## src/rtl/regfile_write_arbiter_pkg.sv

```systemverilog
// Shared configuration for the register-file write arbiter slice.
// Holds default data/register-file sizes and the grant encoding used by
// the round-robin arbiter.
package regfile_write_arbiter_pkg;

   localparam int unsigned DMEM_DATA_WIDTH = 16;
   localparam int unsigned REGS_COUNT      = 16;

   typedef enum logic {
      GRANT_ALU = 1'b0,
      GRANT_MEM = 1'b1
   } grant_e;

endpackage

```

## src/rtl/regfile_scoreboard.sv

```systemverilog
// Pending-load scoreboard: one bit per architectural register, set when a
// load is issued and cleared when that load's data is written back.
// Ports:
//   clock, nreset       clock / asynchronous active-low reset
//   i_set, i_set_reg    issued load marks its destination pending
//   i_clr, i_clr_reg    accepted load writeback clears its destination
//   i_rd_a, i_rd_b      decode operand indices
//   o_hit_a, o_hit_b    pending state of the decode operands
//   o_pending           full scoreboard vector
module regfile_scoreboard #(
   parameter int unsigned REGS_COUNT = regfile_write_arbiter_pkg::REGS_COUNT,
   parameter int unsigned REG_AW     = 4
) (
   input  logic                  clock,
   input  logic                  nreset,
   input  logic                  i_set,
   input  logic [REG_AW-1:0]     i_set_reg,
   input  logic                  i_clr,
   input  logic [REG_AW-1:0]     i_clr_reg,
   input  logic [REG_AW-1:0]     i_rd_a,
   input  logic [REG_AW-1:0]     i_rd_b,
   output logic                  o_hit_a,
   output logic                  o_hit_b,
   output logic [REGS_COUNT-1:0] o_pending
);
   import regfile_write_arbiter_pkg::*;

   logic [REGS_COUNT-1:0] r_pending;
   logic [REGS_COUNT-1:0] w_set_mask;
   logic [REGS_COUNT-1:0] w_clr_mask;

   // Register 0 is hard-wired, so it can never be pending.
   always_comb begin
      w_set_mask = '0;
      w_clr_mask = '0;
      if (i_set && (i_set_reg != '0)) w_set_mask[i_set_reg] = 1'b1;
      if (i_clr)                      w_clr_mask[i_clr_reg] = 1'b1;
   end

   // Set is applied after clear so a new load issued on the same edge as the
   // old one's writeback keeps the register pending.
   always_ff @(posedge clock or negedge nreset) begin
      if (!nreset) r_pending <= '0;
      else         r_pending <= (r_pending & ~w_clr_mask) | w_set_mask;
   end

   assign o_hit_a   = r_pending[i_rd_a];
   assign o_hit_b   = r_pending[i_rd_b];
   assign o_pending = r_pending;

endmodule

```

## src/rtl/regfile_write_arbiter.sv

```systemverilog
// Shares the register file's single write port between the ALU writeback
// path and the data-memory load path using round-robin arbitration, and
// registers the granted write toward the register file.
// Ports:
//   clock, nreset                         clock / asynchronous active-low reset
//   alu_valid/alu_ready/alu_reg/alu_value ALU writeback request (valid/ready)
//   mem_valid/mem_ready/mem_reg/mem_value load writeback request (valid/ready)
//   pend_set, pend_reg                    issued load destination
//   reg_a, reg_b, hazard_a, hazard_b      decode RAW hazard lookup
//   pending                               scoreboard vector
//   reg_d_enable, reg_d, reg_d_value      registered register-file write
module regfile_write_arbiter #(
   parameter int unsigned DATA_WIDTH = regfile_write_arbiter_pkg::DMEM_DATA_WIDTH,
   parameter int unsigned REGS_COUNT = regfile_write_arbiter_pkg::REGS_COUNT,
   parameter int unsigned REG_AW     = 4
) (
   input  logic                  clock,
   input  logic                  nreset,
   input  logic                  alu_valid,
   output logic                  alu_ready,
   input  logic [REG_AW-1:0]     alu_reg,
   input  logic [DATA_WIDTH-1:0] alu_value,
   input  logic                  mem_valid,
   output logic                  mem_ready,
   input  logic [REG_AW-1:0]     mem_reg,
   input  logic [DATA_WIDTH-1:0] mem_value,
   input  logic                  pend_set,
   input  logic [REG_AW-1:0]     pend_reg,
   input  logic [REG_AW-1:0]     reg_a,
   input  logic [REG_AW-1:0]     reg_b,
   output logic                  hazard_a,
   output logic                  hazard_b,
   output logic [REGS_COUNT-1:0] pending,
   output logic                  reg_d_enable,
   output logic [REG_AW-1:0]     reg_d,
   output logic [DATA_WIDTH-1:0] reg_d_value
);
   import regfile_write_arbiter_pkg::*;

   grant_e                r_last_grant;
   grant_e                w_last_grant_nxt;
   logic                  w_alu_elig;
   logic                  w_mem_elig;
   logic                  w_alu_grant;
   logic                  w_mem_grant;
   logic [REGS_COUNT-1:0] w_pending;

   logic                  r_d_enable;
   logic [REG_AW-1:0]     r_d;
   logic [DATA_WIDTH-1:0] r_d_value;

   regfile_scoreboard #(
      .REGS_COUNT (REGS_COUNT),
      .REG_AW     (REG_AW)
   ) u_scoreboard (
      .clock     (clock),
      .nreset    (nreset),
      .i_set     (pend_set),
      .i_set_reg (pend_reg),
      .i_clr     (w_mem_grant),
      .i_clr_reg (mem_reg),
      .i_rd_a    (reg_a),
      .i_rd_b    (reg_b),
      .o_hit_a   (hazard_a),
      .o_hit_b   (hazard_b),
      .o_pending (w_pending)
   );

   // The ALU must not overtake an outstanding load to its destination.
   assign w_alu_elig = alu_valid && !w_pending[alu_reg];
   assign w_mem_elig = mem_valid;

   always_ff @(posedge clock or negedge nreset) begin
      if (!nreset) r_last_grant <= GRANT_MEM;
      else         r_last_grant <= w_last_grant_nxt;
   end

   always_comb begin
      w_alu_grant      = 1'b0;
      w_mem_grant      = 1'b0;
      w_last_grant_nxt = r_last_grant;
      if (nreset) begin
         if (w_alu_elig && w_mem_elig) begin
            if (r_last_grant == GRANT_MEM) w_alu_grant = 1'b1;
            else                           w_mem_grant = 1'b1;
         end else begin
            w_alu_grant = w_alu_elig;
            w_mem_grant = w_mem_elig;
         end
         if (w_alu_grant)      w_last_grant_nxt = GRANT_ALU;
         else if (w_mem_grant) w_last_grant_nxt = GRANT_MEM;
      end
   end

   assign alu_ready = w_alu_grant;
   assign mem_ready = w_mem_grant;

   // Writes to register 0 are consumed but never reach the register file;
   // destination/data hold their last written values when idle.
   always_ff @(posedge clock or negedge nreset) begin
      if (!nreset) begin
         r_d_enable <= 1'b0;
         r_d        <= '0;
         r_d_value  <= '0;
      end else begin
         r_d_enable <= 1'b0;
         if (w_alu_grant && (alu_reg != '0)) begin
            r_d_enable <= 1'b1;
            r_d        <= alu_reg;
            r_d_value  <= alu_value;
         end else if (w_mem_grant && (mem_reg != '0)) begin
            r_d_enable <= 1'b1;
            r_d        <= mem_reg;
            r_d_value  <= mem_value;
         end
      end
   end

   assign pending      = w_pending;
   assign reg_d_enable = r_d_enable;
   assign reg_d        = r_d;
   assign reg_d_value  = r_d_value;

endmodule

```

## config.mk

```make
export PLATFORM = sky130hd
export DESIGN_NAME = regfile_write_arbiter
export DESIGN_NICKNAME = d
export VERILOG_FILES = /design/src/rtl/regfile_write_arbiter_pkg.sv /design/src/rtl/regfile_scoreboard.sv /design/src/rtl/regfile_write_arbiter.sv
export SDC_FILE = /design/constraint.sdc
export NUM_CORES = 1
export LEC_CHECK = 0
export CAP_MARGIN = 20
export CORE_ASPECT_RATIO = 2
export CORE_MARGIN = 2
export CORE_UTILIZATION = 45
export DETAILED_ROUTE_END_ITERATION = 8
export HOLD_SLACK_MARGIN = 0.05
export PLACE_DENSITY_LB_ADDON = 0.25
export SLEW_MARGIN = 15
export SYNTH_ARGS = -nofsm -noshare
export SYNTH_HDL_FRONTEND = slang
export SYNTH_SLANG_ARGS = --single-unit
```

## constraint.sdc

```tcl
create_clock -name clock -period 3.8 [get_ports clock]
set_input_delay 0.76 -clock clock [delete_from_list [all_inputs] [get_ports clock]]
set_output_delay 0.76 -clock clock [all_outputs]
set_load 0.005 [all_outputs]
```

* After elaboration in Yosys (flattened, before gate mapping)
Cells that the tools add are included.
** Storage, ports and cells
- Register bits after elaboration :: 38
- Output and inout port bits :: 41
** Cells by class
- Reduce and logical (&&, ||, !) cells :: 14
- Order comparisons :: 7
- Bitwise logic cells :: 3
- Muxes and demuxes :: 28
** Operators by type and width (count)
- $mux W16 :: 4
- $lt A4 B5 Y1 const B :: 5
- $mux W1 :: 17
- $and A16 B16 Y16 :: 1
- $not A16 Y16 :: 1
- $or A16 B16 Y16 :: 1
- $bmux W1 S4 :: 3
- $reduce_bool A4 Y1 :: 3
- $demux W1 S4 :: 2
- $ge A4 B1 Y1 const B :: 2
- $mux W4 :: 2
- $logic_and A1 B1 Y1 :: 7
- $reduce_bool A2 Y1 :: 2
- $reduce_and A2 Y1 :: 1
- $logic_not A1 Y1 :: 1

* Depth between registers and ports, before layout
- Word-level depth :: 12
- Gate-level depth with buffers :: 9
- Gate-level depth less buffers :: 7

* Modules after synthesis
A second synthesis with hierarchy kept.
** Second synthesis, totals
- Cell total of the unflattened synthesis :: 191
- Area, all modules :: 2224.6 µm²
** Modules (own cells, without submodules)
- regfile_write_arbiter :: cells each 110, area each 1276.2 µm², times used 1, seq. area each 551.8 µm²
- regfile_scoreboard :: cells each 81, area each 948.4 µm², times used 1, seq. area each 400.4 µm²

* Worst setup path before layout
Ideal clock, no wire load.
- Path type :: input to output
- Start :: input port alu_reg[0]
- End :: output port alu_ready
- Buffers on the path :: 1
- Slack :: 0.937 ns
- Data arrival time :: 2.103 ns
- Required time :: 3.040 ns
- Cell stages on the path :: 5
- Path through :: buf_6 > mux4_2 > a2bb2oi_2 > a21oi_1 > a21boi_0
** On the way
- Longest elaborated chain between the ends :: 8
** Ends and longest elaborated chain
- from (decl) :: RTL line regfile_write_arbiter.sv:21 : input logic [REG_AW-1:0] alu_reg,
- $bmux W1 S4 (*) :: RTL line regfile_write_arbiter.sv:70 : assign w_alu_elig = alu_valid && !w_pending[alu_reg];
- $mux W1 (not written as such) (*) :: RTL line regfile_write_arbiter.sv:70
- $logic_not A1 Y1 (*) :: RTL line regfile_write_arbiter.sv:70
- $logic_and A1 B1 Y1 (*) :: RTL line regfile_write_arbiter.sv:70
- $logic_and A1 B1 Y1 :: RTL line regfile_write_arbiter.sv:83 : if (w_alu_elig && w_mem_elig) begin
- $mux W1 (*) :: RTL line regfile_write_arbiter.sv:83
- $mux W1 (*) (2 in a row) :: RTL line regfile_write_arbiter.sv:82 : if (nreset) begin
- to (decl) :: RTL line regfile_write_arbiter.sv:20 : output logic alu_ready,
Every way passes the cells marked *; elsewhere a longest branch is shown, timed or not. The select of a mux whose other input is x is not followed.

* Worst setup path after layout
- Start :: input port alu_reg[0]
- End :: output port mem_ready
** On the way
- Longest elaborated chain between the ends :: 8
** Ends and longest elaborated chain
- $bmux W1 S4 :: RTL line regfile_write_arbiter.sv:70
- $mux W1 (not written as such) :: RTL line regfile_write_arbiter.sv:70
- $logic_not A1 Y1 :: RTL line regfile_write_arbiter.sv:70
- $logic_and A1 B1 Y1 :: RTL line regfile_write_arbiter.sv:70
- $logic_and A1 B1 Y1 :: RTL line regfile_write_arbiter.sv:83
- $mux W1 :: RTL line regfile_write_arbiter.sv:83
- $mux W1 (2 in a row) :: RTL line regfile_write_arbiter.sv:82
- to (decl) :: RTL line regfile_write_arbiter.sv:24 : output logic mem_ready,
Every way passes these cells. The select of a mux whose other input is x is not followed.

==> load_flow_metrics.sql <==
INSERT INTO impl_metrics (metric_group, metric, value, unit) VALUES
('status', 'status', 'complete, no violations', ''),
('global_routing', 'grt_pass1_wl', '9980', 'um'),
('layout', 'multi_input_gate_area', '1160', 'um^2'),
('placement', 'post_placement_setup_slack', '0.0578', 'ns'),
('route', 'ratio_of_routed_vias_to_standard_cells', '5.69', ''),
('sta', 'rsz_0062_raised_after_global_routing', 'false', ''),
('logic_synthesis', 'synth-seq-cells', '38', ''),
('sta', 'timing.final.crit_share', '96.9', '%'),
('layout', 'area_taken_by_flip_flops_and_latches', '952', 'um^2'),
('power_and_ir_drop', 'power.switching', '456', 'uW'),
('layout', 'mostFrequentLayoutCell', 'sky130_fd_sc_hd__clkdlybuf4s50_1', ''),
('power_and_ir_drop', 'power_density', '448', 'nW/um^2'),
('layout', 'synthToLayoutAreaGrowth', '51.6', '%'),
('logic_synthesis', 'async_reset_ff_share', '100', '%'),
('worst_hold_path', 'worstHoldPathType', 'input port to async pin', ''),
('floorplan', 'initial_core_util', '46.0', '%'),
('sta', 'hold-worst-slack', '0.355', 'ns'),
('placement', 'placed_instance_area', '3230', 'um^2'),
('worst_setup_path', 'path_max_fanout', '4', ''),
('worst_setup_path', 'timing.reg2reg.setup_slack', '1.43', 'ns'),
('floorplan', 'die_h', '103', 'um'),
('clocking', 'clock-root-buffer', 'sky130_fd_sc_hd__clkbuf_8', ''),
('floorplan', 'coreArea', '4770', 'um^2'),
('worst_setup_path', 'worstReg2RegStart', 'u_scoreboard.o_pending[15]', ''),
('logic_synthesis', 'syn_area_per_cell', '9.99', 'um^2'),
('layout', 'antenna_cells', '0', ''),
('logic_synthesis', 'post_synth_fa_ha_maj_area_fraction', '0', '%'),
('power_and_ir_drop', 'p_sw_share', '30.5', '%'),
('layout', 'final_net_count', '376', ''),
('worst_setup_path', 'worst-endpoint-required', '3.04', 'ns'),
('logic_synthesis', 'synth_mux_area_share', '14.1', '%'),
('logic_synthesis', 'synthCells', '220', ''),
('power_and_ir_drop', 'ir_worst_vdd', '405', 'uV'),
('placement', 'dp_hpwl', '4950', 'um'),
('power_and_ir_drop', 'seq_power_share', '41.1', '%'),
('route', 'average_routed_wire_per_standard_cell', '17.0', 'um'),
('worst_setup_path', 'end_kind', 'output port', ''),
('power_and_ir_drop', 'pwr-share-comb', '39.7', '%'),
('sta', 'fin_hold_viols', '0', ''),
('clocking', 'h-tree-depth', '2', ''),
('layout', 'layout.cells.most_common_list', '96 x sky130_fd_sc_hd__clkdlybuf4s50_1, 41 x sky130_fd_sc_hd__nand2_1, 37 x sky130_fd_sc_hd__dfrtp_1', ''),
('sta', 'worst_slew_pin_slew', '0.734', 'ns'),
('sta', 'finalSetupViolCount', '0', ''),
('sta', 'timing.slew.headroom', '50.8', '%'),
('power_and_ir_drop', 'power.internal', '1040', 'uW'),
('logic_synthesis', 'synth.yosys.seq_area_share', '43.3', '%'),
('logic_synthesis', 'synth_xor_area_share', '0', '%'),
('clocking', 'tritoncts_clock_tree', 'done', ''),
('layout', 'fin_area', '3330', 'um^2'),
('floorplan', 'design.die.area', '5490', 'um^2'),
('global_routing', 'grt_start_max_net_pins', '28', ''),
('sta', 'tns', '0', 'ns'),
('clocking', 'cts_inserted_buffers', '5', ''),
('worst_setup_path', 'critical_path.startpoint_type', 'input port', ''),
('sta', 'timing.fmax', '272', 'MHz'),
('floorplan', 'std_cell_rows', '36', ''),
('route', 'drcViolationCount', '0', ''),
('sta', 'timing.final.ws_setup', '0.119', 'ns'),
('layout', 'fraction_of_layout_cells_with_a_size_suffix_above_1', '11.9', '%'),
('global_routing', 'initial_antenna_violation_count', '0', ''),
('layout', 'num-fill-cells', '404', ''),
('logic_synthesis', 'ys_warn_count', '0', ''),
('logic_synthesis', 'number_of_enable_type_register_cells_in_the_synthesized_netlist', '0', ''),
('global_routing', 'globalRoute.totalOverflow', '0', ''),
('worst_setup_path', 'r2r.worst_path.cells', '8', ''),
('floorplan', 'number_of_ports_placed_on_the_die_boundary', '98', ''),
('logic_synthesis', 'synth-simple-area-share', '15.1', '%'),
('global_routing', 'track_usage', '24.9', '%'),
('clocking', 'clkSlewWorstSetupHoldPaths', '0.07', 'ns'),
('logic_synthesis', 'synth_ff_type', 'sky130_fd_sc_hd__dfrtp_1', ''),
('worst_setup_path', 'crit_type', 'input port to output port', '');
[how the worst max path moves through the flow]
stage                     startpoint        end  slack [ns]  cells after the start
after floorplan           alu_reg[0]  alu_ready        0.94                      5
after global placement    alu_reg[0]  alu_ready        0.06                      6
after detailed placement  alu_reg[0]  alu_ready        0.06                      6
after CTS                 alu_reg[0]  alu_ready        0.05                      6
after global routing      alu_reg[0]  mem_ready        0.01                      7
final                     alu_reg[0]  mem_ready        0.12                      7
[registers in the layout, indices dropped and copies added (netlist names)]
register	flops
r_last_grant	1
reg_d	4
reg_d_enable	1
reg_d_value	16
u_scoreboard.o_pending	16
[stage by stage]
| step | total power (uW) | utilization (%) | std cells |
|---|---|---|---|
| finish | 1490 | 69.8 | 377 |
| global route | 1590 | 69.8 | 377 |
| CTS | 1510 | 69.7 | 377 |
| detailed placement | 1210 | 67.7 | 369 |
| global placement | 1190 | 67.7 | 369 |
| floorplan | 839 | - | 220 |
[logic make-up (layout without fill, tap and decap cells)]
logic type | after synthesis | count (layout)
AO/OA/AOI/OAI | 71 | 71
buffers and inverters | 18 | 118
flip-flops | 38 | 38
multiplexers | 16 | 16
AND/OR/NAND/NOR | 77 | 77
[what timing repair did]
| item | 4_1_cts | 5_1_grt |
|---|---|---|
| gates resized for setup | 0 | 2 |
| hold buffers | 0 | 0 |
| setup endpoints to repair | 0 | 1 |
[routing by layer]
metal / routed length, um / vias up / track usage [%]
met4: 109 / 0 / 9.27
li1: - / 1021 / -
met5: 0 / - / 0
met3: 470 / 7 / 5.22
met2: 3320 / 102 / 40.9
met1: 2510 / 1017 / 31.7
[final cells by class]
cell class	instances	share of cell area, %
Multi-Input combinational cell	164	34.8
Tap cell	57	2.14
Clock buffer	6	2.48
Inverter	6	0.676
Sequential cell	38	28.6
Timing Repair Buffer	104	30.9
Clock inverter	2	0.376
[power groups by stage]
stage | Sequential, uW | Clock (uW) | Combinational, uW
detailed placement | 619 | 0 | 595
global route | 627 | 312 | 651
floorplan | 598 | 0 | 241
CTS | 612 | 294 | 599
global placement | 613 | 0 | 580
finish | 614 | 286 | 594
[worst max-delay path, stage by stage]
cell	delay, ns
sky130_fd_sc_hd__clkdlybuf4s50_1	0.55
sky130_fd_sc_hd__mux4_2	0.53
sky130_fd_sc_hd__a2bb2oi_2	0.17
sky130_fd_sc_hd__a21o_1	0.24
sky130_fd_sc_hd__o21ai_2	0.14
sky130_fd_sc_hd__inv_1	0.07
sky130_fd_sc_hd__clkdlybuf4s50_1	0.46
[cells in the mapped netlist, types with 2 or more instances]
library cell / number / area, um^2
sky130_fd_sc_hd__mux2i_1: 4 / 40.0
sky130_fd_sc_hd__o41ai_1: 3 / 26.3
sky130_fd_sc_hd__nor3_1: 2 / 10.0
sky130_fd_sc_hd__nand2_1: 41 / 154
sky130_fd_sc_hd__o21ai_0: 13 / 65.1
sky130_fd_sc_hd__buf_2: 5 / 25.0
sky130_fd_sc_hd__clkbuf_1: 4 / 15.0
sky130_fd_sc_hd__a21boi_0: 2 / 15.0
sky130_fd_sc_hd__buf_6: 2 / 22.5
sky130_fd_sc_hd__a21oi_1: 4 / 20.0
sky130_fd_sc_hd__nand3b_1: 2 / 15.0
sky130_fd_sc_hd__nand2b_1: 6 / 37.5
sky130_fd_sc_hd__a31oi_1: 18 / 113
sky130_fd_sc_hd__dfrtp_1: 37 / 926
sky130_fd_sc_hd__mux4_2: 12 / 270
sky130_fd_sc_hd__nor2_1: 19 / 71.3
sky130_fd_sc_hd__inv_1: 6 / 22.5
sky130_fd_sc_hd__a2bb2oi_1: 3 / 26.3
sky130_fd_sc_hd__a2bb2oi_2: 2 / 30.0
sky130_fd_sc_hd__o31ai_1: 18 / 135
Note: power is estimated with default switching activity, not from simulation.
